<file path="src/rtl/access_sequencer_if.sv">
// Signal bundle between the access sequencer and its keypad/sensor/actuator environment.
// The master side drives the sensor and keypad inputs; the slave side is the controller.
interface access_sequencer_if;
  logic       presence;
  logic       key_valid;
  logic [3:0] key_code;
  logic       reed;
  logic       servo_open;
  logic       buzz;
  logic [2:0] state_code;
  logic       profile_id;
  logic       granted;
  logic       denied;

  modport master (
    output presence, key_valid, key_code, reed,
    input  servo_open, buzz, state_code, profile_id, granted, denied
  );

  modport slave (
    input  presence, key_valid, key_code, reed,
    output servo_open, buzz, state_code, profile_id, granted, denied
  );
endinterface

</file>
<file path="src/rtl/access_sequencer.sv">
// Door-access controller: presence -> profile select -> PIN entry -> servo unlock ->
// door monitoring, with failed-attempt lockout and forced-entry / door-ajar alarm.
module access_sequencer #(
  parameter int unsigned PIN_LEN       = 4,
  parameter logic [15:0] PIN0          = 16'h4693,
  parameter logic [15:0] PIN1          = 16'h1234,
  parameter logic [2:0]  MAX_FAILS     = 3'd3,
  parameter logic [31:0] ENTRY_TIMEOUT = 32'd250_000_000,
  parameter logic [31:0] UNLOCK_TIME   = 32'd250_000_000,
  parameter logic [31:0] AJAR_TIME     = 32'd1_500_000_000,
  parameter logic [31:0] LOCKOUT_TIME  = 32'd1_500_000_000
) (
  input  logic              clk,
  input  logic              reset,
  access_sequencer_if.slave bus
);

  typedef enum logic [2:0] {
    S_IDLE    = 3'd0,
    S_PROFILE = 3'd1,
    S_PIN     = 3'd2,
    S_UNLOCK  = 3'd3,
    S_OPEN    = 3'd4,
    S_ALARM   = 3'd5
  } state_e;

  localparam logic [3:0] K_A    = 4'hA;
  localparam logic [3:0] K_B    = 4'hB;
  localparam logic [3:0] K_STAR = 4'hE;
  localparam logic [3:0] K_HASH = 4'hF;
  localparam logic [2:0] PIN_LEN_C = 3'(PIN_LEN);

  // Only the low PIN_LEN digits of the buffer take part in the comparison.
  function automatic logic [15:0] pin_mask(input int unsigned len);
    logic [15:0] m;
    case (len)
      32'd1:   m = 16'h000F;
      32'd2:   m = 16'h00FF;
      32'd3:   m = 16'h0FFF;
      default: m = 16'hFFFF;
    endcase
    return m;
  endfunction

  state_e      state_q, state_d;
  logic [31:0] timer_q, timer_d;
  logic        sel_q, sel_d;
  logic        pid_q, pid_d;
  logic [15:0] pin_buf_q, pin_buf_d;
  logic [2:0]  cnt_q, cnt_d;
  logic        ovf_q, ovf_d;
  logic [2:0]  fail_q, fail_d;
  logic        reed_s1_q, reed_s2_q;
  logic        servo_q, servo_d;
  logic        buzz_q, buzz_d;
  logic        granted_q, granted_d;
  logic        denied_q, denied_d;

  logic        reed_s;
  logic        key_is_digit;
  logic        key_clr;
  logic        pin_match;
  logic [15:0] pin_sel;
  logic [31:0] timer_inc;

  assign reed_s       = reed_s2_q;
  assign key_is_digit = (bus.key_code <= 4'd9);
  assign pin_sel      = pid_q ? PIN1 : PIN0;
  assign pin_match    = (cnt_q == PIN_LEN_C) && !ovf_q &&
                        (((pin_buf_q ^ pin_sel) & pin_mask(PIN_LEN)) == 16'h0000);
  assign timer_inc    = (timer_q == 32'hFFFF_FFFF) ? timer_q : (timer_q + 32'd1);

  // State, datapath, reed synchronizer and output registers.
  always_ff @(posedge clk) begin
    if (reset) begin
      state_q   <= S_IDLE;
      timer_q   <= 32'd0;
      sel_q     <= 1'b0;
      pid_q     <= 1'b0;
      pin_buf_q <= 16'h0000;
      cnt_q     <= 3'd0;
      ovf_q     <= 1'b0;
      fail_q    <= 3'd0;
      reed_s1_q <= 1'b1;
      reed_s2_q <= 1'b1;
      servo_q   <= 1'b0;
      buzz_q    <= 1'b0;
      granted_q <= 1'b0;
      denied_q  <= 1'b0;
    end else begin
      state_q   <= state_d;
      timer_q   <= timer_d;
      sel_q     <= sel_d;
      pid_q     <= pid_d;
      pin_buf_q <= pin_buf_d;
      cnt_q     <= cnt_d;
      ovf_q     <= ovf_d;
      fail_q    <= fail_d;
      reed_s1_q <= bus.reed;
      reed_s2_q <= reed_s1_q;
      servo_q   <= servo_d;
      buzz_q    <= buzz_d;
      granted_q <= granted_d;
      denied_q  <= denied_d;
    end
  end

  // Next-state, entry datapath and output decode.
  always_comb begin
    state_d   = state_q;
    sel_d     = sel_q;
    pid_d     = pid_q;
    pin_buf_d = pin_buf_q;
    cnt_d     = cnt_q;
    ovf_d     = ovf_q;
    fail_d    = fail_q;
    granted_d = 1'b0;
    denied_d  = 1'b0;
    key_clr   = 1'b0;

    case (state_q)
      S_IDLE: begin
        if (!reed_s) begin
          state_d = S_ALARM;
        end else if (bus.presence) begin
          state_d = S_PROFILE;
          sel_d   = 1'b0;
          pid_d   = 1'b0;
        end else begin
        end
      end

      S_PROFILE: begin
        if (!reed_s) begin
          state_d = S_ALARM;
        end else if (bus.key_valid) begin
          key_clr = 1'b1;
          case (bus.key_code)
            K_A: begin
              sel_d = 1'b1;
              pid_d = 1'b0;
            end
            K_B: begin
              sel_d = 1'b1;
              pid_d = 1'b1;
            end
            K_HASH: begin
              sel_d = 1'b0;
              pid_d = 1'b0;
            end
            K_STAR: begin
              if (sel_q) begin
                state_d   = S_PIN;
                pin_buf_d = 16'h0000;
                cnt_d     = 3'd0;
                ovf_d     = 1'b0;
              end else begin
              end
            end
            default: begin
            end
          endcase
        end else if (timer_q >= ENTRY_TIMEOUT) begin
          state_d = S_IDLE;
          sel_d   = 1'b0;
          pid_d   = 1'b0;
        end else begin
        end
      end

      S_PIN: begin
        if (!reed_s) begin
          state_d = S_ALARM;
        end else if (bus.key_valid) begin
          key_clr = 1'b1;
          if (key_is_digit) begin
            if (cnt_q < PIN_LEN_C) begin
              pin_buf_d = {pin_buf_q[11:0], bus.key_code};
              cnt_d     = cnt_q + 3'd1;
            end else begin
              ovf_d = 1'b1;
            end
          end else if (bus.key_code == K_STAR) begin
            pin_buf_d = 16'h0000;
            cnt_d     = 3'd0;
            ovf_d     = 1'b0;
          end else if (bus.key_code == K_HASH) begin
            pin_buf_d = 16'h0000;
            cnt_d     = 3'd0;
            ovf_d     = 1'b0;
            if (pin_match) begin
              granted_d = 1'b1;
              fail_d    = 3'd0;
              state_d   = S_UNLOCK;
            end else begin
              denied_d = 1'b1;
              fail_d   = fail_q + 3'd1;
              if ((fail_q + 3'd1) == MAX_FAILS) begin
                state_d = S_ALARM;
              end else begin
                state_d = S_PIN;
              end
            end
          end else begin
          end
        end else if (timer_q >= ENTRY_TIMEOUT) begin
          state_d   = S_IDLE;
          sel_d     = 1'b0;
          pid_d     = 1'b0;
          pin_buf_d = 16'h0000;
          cnt_d     = 3'd0;
          ovf_d     = 1'b0;
        end else begin
        end
      end

      S_UNLOCK: begin
        if (!reed_s) begin
          state_d = S_OPEN;
        end else if (timer_q >= UNLOCK_TIME) begin
          state_d = S_IDLE;
        end else begin
        end
      end

      S_OPEN: begin
        if (reed_s) begin
          state_d = S_IDLE;
        end else begin
        end
      end

      S_ALARM: begin
        if ((timer_q >= LOCKOUT_TIME) && reed_s) begin
          state_d = S_IDLE;
          fail_d  = 3'd0;
        end else begin
        end
      end

      default: begin
        state_d = S_IDLE;
      end
    endcase

    // Any key in an entry state counts as activity and restarts the idle timer.
    if ((state_d != state_q) || key_clr) begin
      timer_d = 32'd0;
    end else begin
      timer_d = timer_inc;
    end

    servo_d = (state_d == S_UNLOCK) || (state_d == S_OPEN);

    // Ajar buzz latches until the door closes; the saturating timer keeps it asserted.
    if (state_d == S_ALARM) begin
      buzz_d = 1'b1;
    end else if ((state_q == S_OPEN) && (state_d == S_OPEN)) begin
      buzz_d = buzz_q || (timer_q >= AJAR_TIME);
    end else begin
      buzz_d = 1'b0;
    end
  end

  assign bus.state_code = state_q;
  assign bus.profile_id = pid_q;
  assign bus.servo_open = servo_q;
  assign bus.buzz       = buzz_q;
  assign bus.granted    = granted_q;
  assign bus.denied     = denied_q;

endmodule

</file>
<file path="src/flat_wrapper.sv">
// flat-port wrapper written by rule: the top's interface ports become plain ports
module access_sequencer_flat 
#(
  parameter int unsigned PIN_LEN       = 4,
  parameter logic [15:0] PIN0          = 16'h4693,
  parameter logic [15:0] PIN1          = 16'h1234,
  parameter logic [2:0]  MAX_FAILS     = 3'd3,
  parameter logic [31:0] ENTRY_TIMEOUT = 32'd250_000_000,
  parameter logic [31:0] UNLOCK_TIME   = 32'd250_000_000,
  parameter logic [31:0] AJAR_TIME     = 32'd1_500_000_000,
  parameter logic [31:0] LOCKOUT_TIME  = 32'd1_500_000_000
)
  (clk, reset, bus_presence, bus_key_valid, bus_key_code, bus_reed, bus_servo_open, bus_buzz, bus_state_code, bus_profile_id, bus_granted, bus_denied);
  access_sequencer_if bus_i ();
  input  logic clk;
  input  logic reset;
  input wire logic [$bits(bus_i.presence)-1:0] bus_presence;
  input wire logic [$bits(bus_i.key_valid)-1:0] bus_key_valid;
  input wire logic [$bits(bus_i.key_code)-1:0] bus_key_code;
  input wire logic [$bits(bus_i.reed)-1:0] bus_reed;
  output wire logic [$bits(bus_i.servo_open)-1:0] bus_servo_open;
  output wire logic [$bits(bus_i.buzz)-1:0] bus_buzz;
  output wire logic [$bits(bus_i.state_code)-1:0] bus_state_code;
  output wire logic [$bits(bus_i.profile_id)-1:0] bus_profile_id;
  output wire logic [$bits(bus_i.granted)-1:0] bus_granted;
  output wire logic [$bits(bus_i.denied)-1:0] bus_denied;
  assign bus_i.presence = bus_presence;
  assign bus_i.key_valid = bus_key_valid;
  assign bus_i.key_code = bus_key_code;
  assign bus_i.reed = bus_reed;
  assign bus_servo_open = bus_i.servo_open;
  assign bus_buzz = bus_i.buzz;
  assign bus_state_code = bus_i.state_code;
  assign bus_profile_id = bus_i.profile_id;
  assign bus_granted = bus_i.granted;
  assign bus_denied = bus_i.denied;
  access_sequencer #(.PIN_LEN(PIN_LEN), .PIN0(PIN0), .PIN1(PIN1), .MAX_FAILS(MAX_FAILS), .ENTRY_TIMEOUT(ENTRY_TIMEOUT), .UNLOCK_TIME(UNLOCK_TIME), .AJAR_TIME(AJAR_TIME), .LOCKOUT_TIME(LOCKOUT_TIME)) u_core (.clk(clk), .reset(reset), .bus(bus_i));
endmodule
</file>
<file path="config.mk">
export PLATFORM = sky130hd
export DESIGN_NAME = access_sequencer_flat
export DESIGN_NICKNAME = d
export VERILOG_FILES = /design/src/rtl/access_sequencer_if.sv /design/src/rtl/access_sequencer.sv /design/src/flat_wrapper.sv
export SDC_FILE = /design/constraint.sdc
export NUM_CORES = 1
export LEC_CHECK = 0
export CORE_ASPECT_RATIO = 0.8
export CORE_MARGIN = 1
export CORE_UTILIZATION = 40
export CTS_BUF_LIST = sky130_fd_sc_hd__clkbuf_8
export DETAILED_ROUTE_END_ITERATION = 8
export GPL_TIMING_DRIVEN = 0
export SKIP_CTS_REPAIR_TIMING = 1
export SKIP_LAST_GASP = 1
export SLEW_MARGIN = 10
export SYNTH_ARGS = -nofsm -noshare
export SYNTH_HDL_FRONTEND = slang
export SYNTH_SLANG_ARGS = --single-unit
</file>
<file path="constraint.sdc">
create_clock -name clk -period 3.45 [get_ports clk]
set_input_delay 0.69 -clock clk [delete_from_list [all_inputs] [get_ports clk]]
set_output_delay 0.69 -clock clk [all_outputs]
set_load 0.02 [all_outputs]
</file>
==> results of run 1 <==
## layer usage
metal,vias to the layer above,GRT usage,wire length [um]
li1,1539,-,-
met1,1405,0.2650,4082
met2,54,0.2880,3586
met3,11,0.05319,351
met4,0,0.04981,71
met5,-,0,0
## state kept, by name, summed over array words and instances, names as in the netlist, 3 cells and up
register,cells
u_core.pin_buf_q,16
u_core.cnt_q,3
u_core.bus.state_code,3
u_core.timer_q,32
u_core.fail_q,3
## worst paths after layout
path                                   startpoint                        endpoint  slack, ns  depth (start not counted)
setup / recovery                  bus_key_code[3]  u_core.timer_q[8]$_SDFFE_PP0P_       0.35                          9
hold / removal        u_core.reed_s1_q$_SDFF_PP1_        u_core.reed_s$_SDFF_PP1_       0.43                          1
hold reg to reg       u_core.reed_s1_q$_SDFF_PP1_        u_core.reed_s$_SDFF_PP1_       0.43                          1
setup reg to reg  u_core.timer_q[21]$_SDFFE_PP0P_  u_core.timer_q[8]$_SDFFE_PP0P_       0.64                          8
## worst reg2reg max path, stage by stage, from the launching register on
cell and delay, ns:
dfxtp_1 0.43, nand2_1 0.10, nor4b_1 0.29, o2111ai_1 0.17, o21ai_0 0.39, a21oi_1 0.20, o31ai_2 0.66, buf_2 0.35
nor3_1 0.08
## stage by stage
| step | std cells | utilization | TNS, ns | total power [mW] |
|---|---|---|---|---|
| after detailed placement | 534 | 0.4484 | -1.932 | 0.9322 |
| after global routing | 550 | 0.4730 | 0 | 1.647 |
| after CTS | 550 | 0.4724 | 0 | 1.600 |
| final | 550 | 0.4730 | 0 | 1.583 |
| after floorplan | 407 | - | 0 | 0.8854 |
| after global placement | 534 | 0.4484 | -0.2333 | 0.9301 |
## area by class of cell
cell class                 count  area (um2)  share of cell area
clock buffer                  10       137.6             0.03430
multi-input combinational    304        2014              0.5020
buffer                        22       126.4             0.03149
clock inverter                 6       66.31             0.01653
inverter                      15       56.30             0.01403
tap                          112       140.1             0.03492
timing repair buffer          15       150.1             0.03742
sequential                    66        1321              0.3293
## power breakdown
part	switching [mW]	internal (mW)
combinational	0.0917	0.0498
clock	0.315	0.353
sequential	0.00596	0.768
## Yosys cell counts (all sizes together), types with 6 or more instances
library cell  instances
or3                   6
ha                    6
nand3                20
inv                  15
nand2b                7
dfxtp                66
nor4                  9
buf                  12
nor2                 26
xnor2                18
a21oi                15
clkbuf               10
o21ai                 6
nor3                 49
a22o                 16
nand2                28
nand4                11
xor2                 15
## kinds of logic (layout without fill, tap and decap cells)
| kind of cell | Yosys count | after routing | share of synthesized area |
|---|---|---|---|
| fa+ha+maj | 6 | 6 | 0.02137 |
| compound gates | 67 | 67 | 0.1478 |
| flops | 66 | 66 | 0.3761 |
| buf+inv | 37 | 68 | 0.05199 |
| mux | 3 | 3 | 0.008903 |
| simple gates | 195 | 195 | 0.3116 |
| xor+xnor | 33 | 33 | 0.08227 |
==> metrics.md, run 1 <==
| Metric | Value |
|---|---|
| Yosys warns | 0 |
| Top cells by area, synth | dfxtp_1, nor3_1, xnor2_1, a22o_1, xor2_1 |
| Overall routing resource usage | 0.1900 |
| Max-slew violations | 0 |
| DR vias | 3009 |
| Placed cell area | about 3800 um2 |
| Slowest cell on crit path | o31ai_2 |
| Clock Root Buffer | clkbuf_8 |
| Layout cells sized above 1 | 0.1119 |
| Number of flops mapped to enable cells by yosys | 0 |
| Synth top area share | 0.3761 |
| Remaining DRCs | 0 |
| DR iter-0 viols | roughly 130 |
| Most common cell after layout, fill and taps aside | dfxtp_1 |
| TritonCTS clock tree | built |
| HP Class | flop to flop |
| Clock skew | 0.008931 ns |
| Htree depth | 3 |
| Seq/Total Area, Yosys | 0.3761 |
| Worst stage delay on the critical path | slightly above 0.6 ns |
| Outcome | complete, no violations |
| Final Hold Slack | approximately 0.43 ns |
| Routability cong. | between 0.7 and 0.8 |
| Clk slew on worst S/H paths | 0.07 ns |
| DP Wirelength | about 5.9 mm |
| Port bufs | 15 |
| CTS Buf Count | 9 |
| Most frequent cells in the layout | dfxtp_1, nor3_1, nand2_1, nor2_1, nand3_1 |
| Area leader, netlist | dfxtp_1 |
| Final setup viols | 0 |
| Synthesized instance count | approximately 400 |
| Maximum VDD drop | roughly 280 uV |
| Drt pass-1 iters | 5 |
| Worst slew pin tran | between 0.7 and 0.8 ns |
| Initial antenna violation count | 0 |
| Post-route setup slack | about 0.35 ns |
| Post-synth cell types | 64 |
| Ports | 17 |
| Crit. End Element | flop |
| Critical path class | primary input to flop |
| Largest net degree at the start of global routing | 13 |
| GR Overflow Total | 0 |
| Static Leakage | about 1.4 nW |
| Max Cap Violations | 0 |
| Core Area | about 8500 um2 |
| Final wirelength | 8.091 mm |
| Asr flop ratio synth | 0 |
| First-pass GRT wire length | approximately 14 mm |
| Yosys reg bits | 66 |
| RSZ-0062 raised after global routing | no |
| Starting Density | 0.4142 |
| Min Clock Period, post-route | roughly 3.1 ns |
| # rows | 30 |
| Cell family with most CP delay | compound AO/OA/AOI/OAI gates |
| Post-synthesis instance area | between 3000 and 4000 um2 |
| Final Hold Viols | 0 |
| Final period utilization | 0.8999 |
| Wire per inst | around 15 um |
| Clock Latency Late Sink | 0.35 ns |
| Layout Nets | 448 |
| Critical-path cell list | clkdlybuf4s50_1 > nand3_1 > nor3b_1 > o22ai_1 > a21oi_1 > o41ai_4 > o31ai_2 > buf_2 > nor3_1 |
| Power per cell area | just under 400 nW/um2 |
| Post-route cell area | 4013 um2 |
| Mapped Nets | 422 |
| Die Height | 85.83 um |
| Place WS | -0.09649 ns |
| Max clock buf depth | 2 |
| CP arrival | approximately 3.3 ns |
| Total Die Area | 9164 um2 |
| Vias in the first global route | approximately 2800 |
| Layout filler cell count | about 850 |
| Critical-path maximum fanout | 10 |
| Diodes inserted | 0 |
| Slew HR | 0.4886 |
| Vias/cell | between 5 and 6 |
| Clk sinks | 66 |
| Syn Area/Cell | about 8.6 um2 |
| Max Freq | between 300 and 400 MHz |
| Antenna viol nets, final | 0 |
| Worst EP required | 3.66 ns |
| Dominant synthesized flop cell | dfxtp_1 |
| Layout area overhead | 14.21% |
| Die W | ~110 um |
| Setup crit start kind | primary input |
| Buf/Inv on CP | 2 |
Note: power is estimated with default switching activity, not from simulation.
==> run 2, diff against run 1 <==
--- a/config.mk
+++ b/config.mk
@@ -8,7 +8,7 @@
 export CORE_ASPECT_RATIO = 0.8
 export CORE_MARGIN = 1
 export CORE_UTILIZATION = 40
-export CTS_BUF_LIST = sky130_fd_sc_hd__clkbuf_8
+export CTS_BUF_LIST = sky130_fd_sc_hd__clkbuf_16
 export DETAILED_ROUTE_END_ITERATION = 8
 export GPL_TIMING_DRIVEN = 0
 export SKIP_CTS_REPAIR_TIMING = 1
==> run 2 against run 1 <==
  * Utilization rose by 1.1 points
  * Register-to-register slack hardly changed
  * Cell area is 2.3% higher
  * Combinational power hardly changed
  * Hold slack got worse by 0.0056 ns
  * Via count rose by 0.53%
  * Critical endpoint unchanged
  * Final cell count stayed put
  * Non-clock buffer count is the same
  * Total power rose by 15%
  * Global-route usage up 0.098 points
  * Fmax shrank 0.89%
==> metrics.md, run 2 (synthesis gave the netlist of run 1 again) <==
| Metric | Value |
|---|---|
| Max clock buf depth | 2 (unchanged) |
| Worst slew pin tran | 0.7530 ns (was 0.7600 ns) |
| Outcome | complete, no violations (unchanged) |
| Post-route setup slack | 0.3175 ns (was 0.3454 ns) |
| Most common cell after layout, fill and taps aside | dfxtp_1 (unchanged) |
| CTS Buf Count | 9 (unchanged) |
| Combinational power share | 0.078 (was 0.089) |
| Max-slew violations | 0 (unchanged) |
| DR vias | 3025 (was 3009) |
| GR Overflow Total | 0 (unchanged) |
| Power per cell area | 443.2 nW/um2 (was 394.5 nW/um2) |
| Remaining DRCs | 0 (unchanged) |
| Largest net degree at the start of global routing | 13 (unchanged) |
| Place WS | -0.09649 ns (unchanged) |
| Diodes inserted | 0 (unchanged) |
| Slew HR | 0.4934 (was 0.4886) |
| WHS Path Cells | 1 (unchanged) |
| Clk sinks | 66 (unchanged) |
| P_int | 1.375 mW (was 1.171 mW) |
| Clk slew on worst S/H paths | 0.05 ns (was 0.07 ns) |
| Worst EP required | 3.65 ns (was 3.66 ns) |
| Final period utilization | 0.9080 (was 0.8999) |
| Layout Nets | 448 (unchanged) |
| Overall routing resource usage | 0.1910 (was 0.1900) |
| Maximum VDD drop | 312.8 uV (was 275.7 uV) |
| Largest reg by FF count | u_core.timer_q (unchanged) |
| CP arrival | 3.33 ns (was 3.32 ns) |
| Final setup viols | 0 (unchanged) |
| Static Leakage | 1.398 nW (was 1.358 nW) |
| Layout filler cell count | 835 (was 852) |
| Starting Density | 0.4142 (unchanged) |
| Wire per inst | 14.79 um (was 14.71 um) |
| R2R depth | 8 (unchanged) |
| Final wirelength | 8.135 mm (was 8.091 mm) |
| Power share of the sequential group | 0.426 (was 0.489) |
| Die Height | 85.83 um (unchanged) |
| First-pass GRT wire length | 14.00 mm (was 13.90 mm) |
| Routability cong. | 0.7970 (unchanged) |
| Clock skew | 0.003862 ns (was 0.008931 ns) |
| Min Clock Period, post-route | 3.132 ns (was 3.105 ns) |
| Clock power frac | 0.496 (was 0.422) |
| Layout area overhead | 16.81% (was 14.21%) |
| Final Hold Viols | 0 (unchanged) |
| Clock Root Buffer | clkbuf_16 (was clkbuf_8) |
| Vias in the first global route | 2844 (was 2822) |
| Ports | 17 (unchanged) |
| Placed cell area | 3804 um2 (unchanged) |
| Setup TNS | 0 ns (unchanged) |
| Critical-path maximum fanout | 10 (unchanged) |
| Die W | 106.8 um (unchanged) |
| Core Area | 8483 um2 (unchanged) |
| Final Hold Slack | 0.4224 ns (was 0.4280 ns) |
| Total Die Area | 9164 um2 (unchanged) |
| # rows | 30 (unchanged) |
| Max FFs per register | 32 (unchanged) |
| Sw Ratio | 0.2441 (was 0.2604) |
| Htree depth | 3 (unchanged) |
| Port bufs | 15 (unchanged) |
| HP Class | flop to flop (unchanged) |
| RSZ-0062 raised after global routing | no (unchanged) |
| TritonCTS clock tree | built (unchanged) |
| Layout cells sized above 1 | 0.1096 (was 0.1119) |
| Setup crit start kind | primary input (unchanged) |
| Psw | 0.4441 mW (was 0.4122 mW) |
| Post-route cell area | 4104 um2 (was 4013 um2) |
| Drt pass-1 iters | 4 (was 5) |
| Initial antenna violation count | 0 (unchanged) |
| DP Wirelength | 5.880 mm (unchanged) |
| Clock Latency Late Sink | 0.33 ns (was 0.35 ns) |
| Vias/cell | 5.500 (was 5.471) |
| Critical path class | primary input to flop (unchanged) |
| Max Cap Violations | 0 (unchanged) |
| DR iter-0 viols | 149 (was 133) |
| Biggest regs | u_core.timer_q: 32 flops, u_core.pin_buf_q: 16 flops (unchanged) |
| Crit. End Element | flop (unchanged) |
| Most frequent cells in the layout | dfxtp_1, nor3_1, nand2_1, nor2_1, nand3_1 (unchanged) |
| Max Freq | 319.2 MHz (was 322.1 MHz) |
| Antenna viol nets, final | 0 (unchanged) |
==> run 2: metal layers <==
metal  wire length, um  track usage  up-vias  share of wire
li1                  -            -     1542              -
met1              4120       0.2664     1407           0.51
met2              3568       0.2874       62           0.44
met3               330      0.05395       14          0.041
met4               116      0.05355        0          0.014
met5                 0            0        -              0
==> run 2: area by class of cell <==
cell class / instances / area [um2] / area share
well taps: 112 / 140.1 / 0.03415
flip-flops and latches: 66 / 1321 / 0.3220
clock inverters: 7 / 70.07 / 0.01707
clock buffers: 9 / 225.2 / 0.05488
plain buffers: 22 / 126.4 / 0.03079
repair buffers: 15 / 150.1 / 0.03659
inverters: 15 / 56.30 / 0.01372
multi-input cells: 304 / 2014 / 0.4909
==> run 2: power groups by stage <==
stage	registers (mW)	clock network, mW	logic (mW)
2_1_floorplan	0.794	0	0.0914
3_3_place_gp	0.792	0	0.138
3_5_place_dp	0.792	0	0.140
4_1_cts	0.775	0.920	0.141
5_1_grt	0.776	0.955	0.152
6_report	0.776	0.902	0.142
==> run 2: final timing paths <==
| kind | startpoint | to | slack (ns) |
|---|---|---|---|
| max reg2reg | u_core.timer_q[21]$_SDFFE_PP0P_ | u_core.timer_q[8]$_SDFFE_PP0P_ | 0.65 |
| min reg2reg | u_core.reed_s1_q$_SDFF_PP1_ | u_core.reed_s$_SDFF_PP1_ | 0.42 |
| min | u_core.reed_s1_q$_SDFF_PP1_ | u_core.reed_s$_SDFF_PP1_ | 0.42 |
| max | bus_key_code[1] | u_core.timer_q[8]$_SDFFE_PP0P_ | 0.32 |
==> run 2: stage by stage <==
stage               std cells  utilization  power [mW]
floorplan                 407            -      0.8854
global placement          534       0.4484      0.9301
detailed placement        534       0.4484      0.9322
CTS                       550       0.4832       1.836
global route              550       0.4838       1.883
finish                    550       0.4838       1.819
==> run 2: critical path, stage by stage <==
cell and delay [ns]:
clkdlybuf4s50_1 0.57, nand3_1 0.14, nor3b_1 0.31, o22ai_1 0.15, a21oi_1 0.26, o41ai_4 0.16, o31ai_2 0.61, buf_2 0.35
nor3_1 0.08
